**src/rtl/alu_arbiter.sv**
```systemverilog
// alu_arbiter: round-robin arbiter and sequencer sharing one combinational
// MIPS ALU between two requesters. Each accepted operation is decoded to an
// ALU control code, driven to the ALU for one EXEC cycle, and its result is
// returned on a single tagged response channel with back-pressure.
//
// Optional feature macro: ALU_ARB_ERR_EN
//   defined   - unsupported function codes skip EXEC and answer directly with
//               resp_err=1, resp_result=0, resp_zero=1 (1-cycle latency).
//   undefined - resp_err is tied low; unsupported codes run through the ALU
//               with control code 15.
`timescale 1ns/1ps

module alu_arbiter #(
    parameter int WIDTH = 32
) (
    input  logic             clk,
    input  logic             reset,

    input  logic             req0_valid,
    output logic             req0_ready,
    input  logic [5:0]       req0_funct,
    input  logic [WIDTH-1:0] req0_a,
    input  logic [WIDTH-1:0] req0_b,

    input  logic             req1_valid,
    output logic             req1_ready,
    input  logic [5:0]       req1_funct,
    input  logic [WIDTH-1:0] req1_a,
    input  logic [WIDTH-1:0] req1_b,

    output logic             resp_valid,
    input  logic             resp_ready,
    output logic             resp_id,
    output logic [WIDTH-1:0] resp_result,
    output logic             resp_zero,
    output logic             resp_err,

    output logic [3:0]       alu_ctl,
    output logic [WIDTH-1:0] alu_a,
    output logic [WIDTH-1:0] alu_b,
    input  logic [WIDTH-1:0] alu_out,
    input  logic             alu_zero
);

    typedef enum logic [1:0] {
        ST_IDLE = 2'd0,
        ST_EXEC = 2'd1,
        ST_RESP = 2'd2
    } state_t;

    // Control code the ALU treats as "no operation" (result 0, Zero 1).
    localparam logic [3:0] CTL_UNSUPPORTED = 4'd15;

    // MIPS R-type function code to 4-bit ALU control code.
    function automatic logic [3:0] decode_funct(input logic [5:0] funct);
        logic [3:0] ctl;
        case (funct)
            6'd32:   ctl = 4'd2;   // add
            6'd34:   ctl = 4'd6;   // sub
            6'd36:   ctl = 4'd0;   // and
            6'd37:   ctl = 4'd1;   // or
            6'd39:   ctl = 4'd12;  // nor
            6'd42:   ctl = 4'd7;   // slt
            default: ctl = CTL_UNSUPPORTED;
        endcase
        return ctl;
    endfunction

    // Registered state
    state_t             state_q,      state_d;
    logic               last_q,       last_d;
    logic [3:0]         ctl_q,        ctl_d;
    logic [WIDTH-1:0]   a_q,          a_d;
    logic [WIDTH-1:0]   b_q,          b_d;
    logic               id_q,         id_d;
    logic               resp_valid_q, resp_valid_d;
    logic [WIDTH-1:0]   result_q,     result_d;
    logic               zero_q,       zero_d;
`ifdef ALU_ARB_ERR_EN
    logic               err_q,        err_d;
`endif

    // Arbitration terms
    logic               any_valid;
    logic               grant;
    logic               accept;
    logic [5:0]         sel_funct;
    logic [WIDTH-1:0]   sel_a;
    logic [WIDTH-1:0]   sel_b;
    logic [3:0]         sel_ctl;

    // Round-robin grant: on a tie the requester that did not win last time wins.
    always_comb begin
        any_valid = req0_valid | req1_valid;
        if (req0_valid && req1_valid) begin
            grant = ~last_q;
        end else begin
            grant = req1_valid;
        end
        accept    = (state_q == ST_IDLE) && any_valid;
        sel_funct = grant ? req1_funct : req0_funct;
        sel_a     = grant ? req1_a     : req0_a;
        sel_b     = grant ? req1_b     : req0_b;
        sel_ctl   = decode_funct(sel_funct);
    end

    // Ready handshakes; held low while reset is asserted so nothing is
    // accepted during reset even though the FSM already sits in IDLE.
    always_comb begin
        req0_ready = !reset && (state_q == ST_IDLE) && req0_valid && (grant == 1'b0);
        req1_ready = !reset && (state_q == ST_IDLE) && req1_valid && (grant == 1'b1);
    end

    // Next-state logic for the IDLE -> EXEC -> RESP sequencer.
    always_comb begin
        state_d      = state_q;
        last_d       = last_q;
        ctl_d        = ctl_q;
        a_d          = a_q;
        b_d          = b_q;
        id_d         = id_q;
        resp_valid_d = resp_valid_q;
        result_d     = result_q;
        zero_d       = zero_q;
`ifdef ALU_ARB_ERR_EN
        err_d        = err_q;
`endif
        case (state_q)
            ST_IDLE: begin
                if (accept) begin
                    ctl_d  = sel_ctl;
                    a_d    = sel_a;
                    b_d    = sel_b;
                    id_d   = grant;
                    last_d = grant;
`ifdef ALU_ARB_ERR_EN
                    if (sel_ctl == CTL_UNSUPPORTED) begin
                        // Answer immediately without occupying the ALU.
                        state_d      = ST_RESP;
                        resp_valid_d = 1'b1;
                        result_d     = '0;
                        zero_d       = 1'b1;
                        err_d        = 1'b1;
                    end else begin
                        state_d = ST_EXEC;
                    end
`else
                    state_d = ST_EXEC;
`endif
                end
            end
            ST_EXEC: begin
                // ALU inputs have been stable for the whole cycle; sample now.
                result_d     = alu_out;
                zero_d       = alu_zero;
`ifdef ALU_ARB_ERR_EN
                err_d        = 1'b0;
`endif
                resp_valid_d = 1'b1;
                state_d      = ST_RESP;
            end
            ST_RESP: begin
                if (resp_ready) begin
                    resp_valid_d = 1'b0;
                    state_d      = ST_IDLE;
                end
            end
            default: begin
                state_d      = ST_IDLE;
                resp_valid_d = 1'b0;
            end
        endcase
    end

    // State registers; reset drops any in-flight operation.
    always_ff @(posedge clk or posedge reset) begin
        if (reset) begin
            state_q      <= ST_IDLE;
            last_q       <= 1'b1;
            ctl_q        <= CTL_UNSUPPORTED;
            a_q          <= '0;
            b_q          <= '0;
            id_q         <= 1'b0;
            resp_valid_q <= 1'b0;
            result_q     <= '0;
            zero_q       <= 1'b0;
`ifdef ALU_ARB_ERR_EN
            err_q        <= 1'b0;
`endif
        end else begin
            state_q      <= state_d;
            last_q       <= last_d;
            ctl_q        <= ctl_d;
            a_q          <= a_d;
            b_q          <= b_d;
            id_q         <= id_d;
            resp_valid_q <= resp_valid_d;
            result_q     <= result_d;
            zero_q       <= zero_d;
`ifdef ALU_ARB_ERR_EN
            err_q        <= err_d;
`endif
        end
    end

    // All outputs other than the readies come straight from flops.
    always_comb begin
        alu_ctl     = ctl_q;
        alu_a       = a_q;
        alu_b       = b_q;
        resp_valid  = resp_valid_q;
        resp_id     = id_q;
        resp_result = result_q;
        resp_zero   = zero_q;
`ifdef ALU_ARB_ERR_EN
        resp_err    = err_q;
`else
        resp_err    = 1'b0;
`endif
    end

endmodule

```
**config.mk**
```make
export PLATFORM = sky130hd
export DESIGN_NAME = alu_arbiter
export DESIGN_NICKNAME = d
export VERILOG_FILES = /design/src/rtl/alu_arbiter.sv
export SDC_FILE = /design/constraint.sdc
export NUM_CORES = 1
export LEC_CHECK = 0
export CAP_MARGIN = 20
export CORE_MARGIN = 4
export CORE_UTILIZATION = 37
export CTS_CLUSTER_SIZE = 24
export DETAILED_ROUTE_END_ITERATION = 16
export PLACE_DENSITY = 0.8
export SKIP_CTS_REPAIR_TIMING = 1
export SYNTH_ARGS = -nofsm -noshare
export SYNTH_HDL_FRONTEND = slang
export SYNTH_SLANG_ARGS = --single-unit
```
**constraint.sdc**
```tcl
create_clock -name clk -period 6 [get_ports clk]
set_input_delay 1.5 -clock clk [delete_from_list [all_inputs] [get_ports clk]]
set_output_delay 1.5 -clock clk [all_outputs]
set_load 0.01 [all_outputs]
```
### Word-level counts from Yosys, hierarchy flattened

Index checks and enable logic that the tools add are counted.

| cells by class | value |
|---|---|
| equal/unequal tests | 10 |
| mux-type cells | 10 |
| bitwise gates (word level) | 4 |
| reduce and logical (&&, ||, !) cells | 12 |

Operators by type and width:

| kind | number |
|---|---|
| two-way mux 32 bit | 2 |
| == test 6 bit (second input constant) | 6 |
| one-hot mux 4 bit (6 select lines) | 1 |
| logical AND 1 bit | 7 |
| two-way mux 6 bit | 1 |
| one-hot mux 2 bit (3 select lines) | 1 |
| AND reduction 2 bit | 3 |
| two-way mux 2 bit | 2 |
| != test 2 bit (second input constant) | 2 |
| NOT 1 bit | 3 |
| one-hot mux 1 bit (3 select lines) | 1 |
| == test 2 x 1 -> 1 bit (second input constant) | 1 |
| == test 2 bit (second input constant) | 1 |
| zero test 2 bit | 1 |
| two-way mux 1 bit | 2 |
| zero test 1 bit | 1 |
| bitwise OR 1 bit | 1 |

| storage, ports and cells | value |
|---|---|
| register bits after elaboration | 106 |
| bits of input ports | 178 |
| output and inout bits | 106 |
| logic and storage cells | 45 |

### Logic depth before layout (Yosys ltp)

| depth | value |
|---|---|
| word-level depth | 5 |
| gate-level depth with buffers | 7 |
| gate-level depth less buffers | 5 |

### Worst setup path before layout

OpenSTA, ideal clock, no wires.

| path | value |
|---|---|
| kind | input-to-output |
| start | input reset |
| end | output req1_ready |
| data arrival time | 4.175 ns |
| required time | 4.500 ns |
| path slack | 0.325 ns |
| stages on the path | 2 |
| buffers on the path | 0 |
| cells stage by stage | inv_1 > and3_1 |

| on the way | value |
|---|---|
| longest elaborated chain between the ends | 4 |

Ends and longest elaborated chain:

| item | RTL line | source |
|---|---|---|
| start, declared | 17 | `input logic reset,` |
| zero test 1 bit (no source line) | -- |  |
| logical AND 1 bit (3 in series) | 111 | `req1_ready = !reset && (state_q == ST_IDLE) && req1_valid && (grant == 1'b1);` |
| end, declared | 26 | `output logic req1_ready,` |

No other way between the ends.

### Worst setup path in the final report

Same ends and word-level chain as after synthesis.

==> results_dict.tcl <==
set metrics [dict create \
    grt_max_degree 76 \
    ys.flop_type "dfrtp_1" \
    grt_pass1_wl_um 24100 \
    min_period_ns 4.66 \
    hold-path-cell-count 2 \
    timing.hold.ws_ns 0.484 \
    dieWidth_um 120 \
    end_kind "primary output" \
    portBuffers 282 \
    cp-start-kind "primary input" \
    synth_area_per_cell_um2 9.73 \
    max_cap_viol_count 0 \
    finalHoldViolCount 0 \
    synth_nets 657 \
    syn_inst 479 \
    fillers 986 \
    synth_area_leaders "dfrtp_1 (54%), nand2_1 (10%), a31oi_1 (8.9%)" \
    multi_input_area_um2 1830 \
    ys_types 39 \
    start_util_pct 38.3 \
    synth_top_area_share_pct 54.2 \
    clock-sinks 106 \
    path_class "in -> out" \
    cts_tree "built" \
    die_h_um 120 \
    max-clock-path-buffers 2 \
    drcViolationCount 0 \
    regArea_um2 2660 \
    pre_cts_ws_ns 1.29 \
    timing.final.crit_share_pct 77.7 \
    syn_area_um2 4660 \
    gr-usage-all-layers_pct 21.0 \
    num_antenna_cells 0 \
    cts-root-buf "clkbuf_16" \
    final_max_slew_viol_count 0 \
    rows 40 \
    place.gp.congestion 0.794 \
    die_area_um2 14500 \
    ir_drop_uv 243 \
    avgViaCountPerCell 4.96 \
    hp-start "alu_ctl[3]" \
    numCtsBuffers 9 \
    antenna_left 0 \
    place_inst 899 \
    grt_pass1_vias 4756 \
    final.setup.worst_slack_ns 1.34 \
    synth_async_sr_flop_share_pct 100 \
    grt_remaining_overflow 0 \
    final_core_util_pct 65.0 \
    final_cell_mix "clkdlybuf4s50_1 (282), nand2_1 (130), dfrtp_1 (101), nor2_1 (68), a31oi_1 (66)" \
    core_um2 12200 \
    finalWirelength_um 15400 \
    clock_latency_ns 0.34 \
    final_common_cell "clkdlybuf4s50_1" \
    cp.arrival_ns 3.16 \
    area.growth.synth_to_final_pct 69.7 \
    finalSetupTns_ns 0 \
    yosysTopAreaCell "dfrtp_1" \
    p_per_area_nw_per_um2 482 \
    ys_ff_latch 106 \
    critPathMaxFanout 45 \
    leakagePower_uw 0.00322 \
    r2r_end "alu_b[13]" \
    fmaxAchievable_mhz 215 \
    reg2reg_depth 6 \
    hpwlAfterDp_um 11700 \
    antenna_found_initial 0 \
    cts.clk_slew.worst_paths_ns 0.08 \
    r2r_slack_ns 3.46 \
    wl_per_cell_um 16.8 \
    firstDrtPassIters 5 \
    fin_cells 915 \
    cts_htree_levels 3 \
    rsz0062_at_grt "false" \
    fin_skew_ns 0.0132 \
    vias 4536 \
    ioPinCount 284 \
    worst_pin_slew_ns 0.811 \
    hold_end "alu_ctl[3]" \
    ys_seq_area_share_pct 57.0 \
    drtIter0Drc 219 \
    status "finished clean" \
    slew_headroom_pct 46.0 \
    min_path_type "reg -> reg" \
    synth_edf_count 0 \
    setup_viol 0 \
    num-nets-final 920 \
    ys_warn_count 0 \
    layout-drive-gt1-share_pct 9.24 \
    cp.required_ns 4.50 \
    rr_startpoint "state_q[0]" \
]
## worst max-delay path: stages
cell	delay [ns]
clkdlybuf4s50_1	0.46
inv_4	0.42
and3_1	0.24
clkdlybuf4s50_1	0.53
## worst max-delay path by stage
stage | endpoint | cells after the start | start | slack (ns)
2_1_floorplan | req1_ready | 2 | reset | 0.32
3_3_place_gp | req1_ready | 4 | reset | 1.30
3_5_place_dp | req1_ready | 4 | reset | 1.29
4_1_cts | req1_ready | 4 | reset | 1.29
5_1_grt | req1_ready | 4 | reset | 1.19
6_report | req1_ready | 4 | reset | 1.34
## per-stage QoR
step / power (uW) / area (um2)
2_1_floorplan: 2170 / 4660
3_3_place_gp: 3130 / 7570
3_5_place_dp: 3190 / 7570
4_1_cts: 3860 / 7910
5_1_grt: 4050 / 7910
6_report: 3810 / 7910
## cells by family (layout without fill, tap and decap cells)
kind of cell / Yosys count / count (layout) / share of synthesized area [%]
compound gates: 81 / 81 / 11.4
xor+xnor: 2 / 2 / 0.376
buf+inv: 38 / 306 / 3.95
flops: 106 / 106 / 57.0
mux: 35 / 35 / 8.67
other cells: 1 / 1 / 0.0805
simple gates: 216 / 216 / 18.5
## cell type report
type                            count  area share, %
Inverter                            3          0.190
Multi-Input combinational cell    335           23.1
Tap cell                          168           2.66
Timing Repair Buffer              287           36.2
Sequential cell                   106           33.6
Clock inverter                      6           1.22
Clock buffer                       10           3.02
## sequential cells by signal, indices dropped and copies added, names as in the netlist
signal       count
resp_result     32
alu_a           32
resp_id          1
alu_b           32
resp_valid       1
resp_zero        1
last_q           1
alu_ctl          4
state_q          2
## synthesized netlist by cell type, types with 2 or more instances
cell / number
nand2_1: 130
dfrtp_1: 101
nor2_1: 68
a31oi_1: 66
mux2_2: 33
buf_2: 24
clkbuf_1: 9
dfstp_2: 5
a21oi_1: 3
nand3_1: 3
nor2b_1: 3
nor3_1: 3
inv_1: 2
nor4bb_1: 2
o21ai_0: 2
xnor2_1: 2
## metal layers
layer / global-route usage, % / part of all wire, %
met4: 8.78 / 3.4
met3: 6.64 / 9.3
met5: 0 / 0
met1: 22.0 / 36
met2: 38.6 / 51
## report_power, final
group          total [uW]  leakage, uW  switching (uW)  internal [uW]
logic                1860      0.00186             829           1030
registers            1300      0.00120             203           1100
clock network         653     0.000161             271            383
Note: power is estimated with default switching activity, not from simulation.
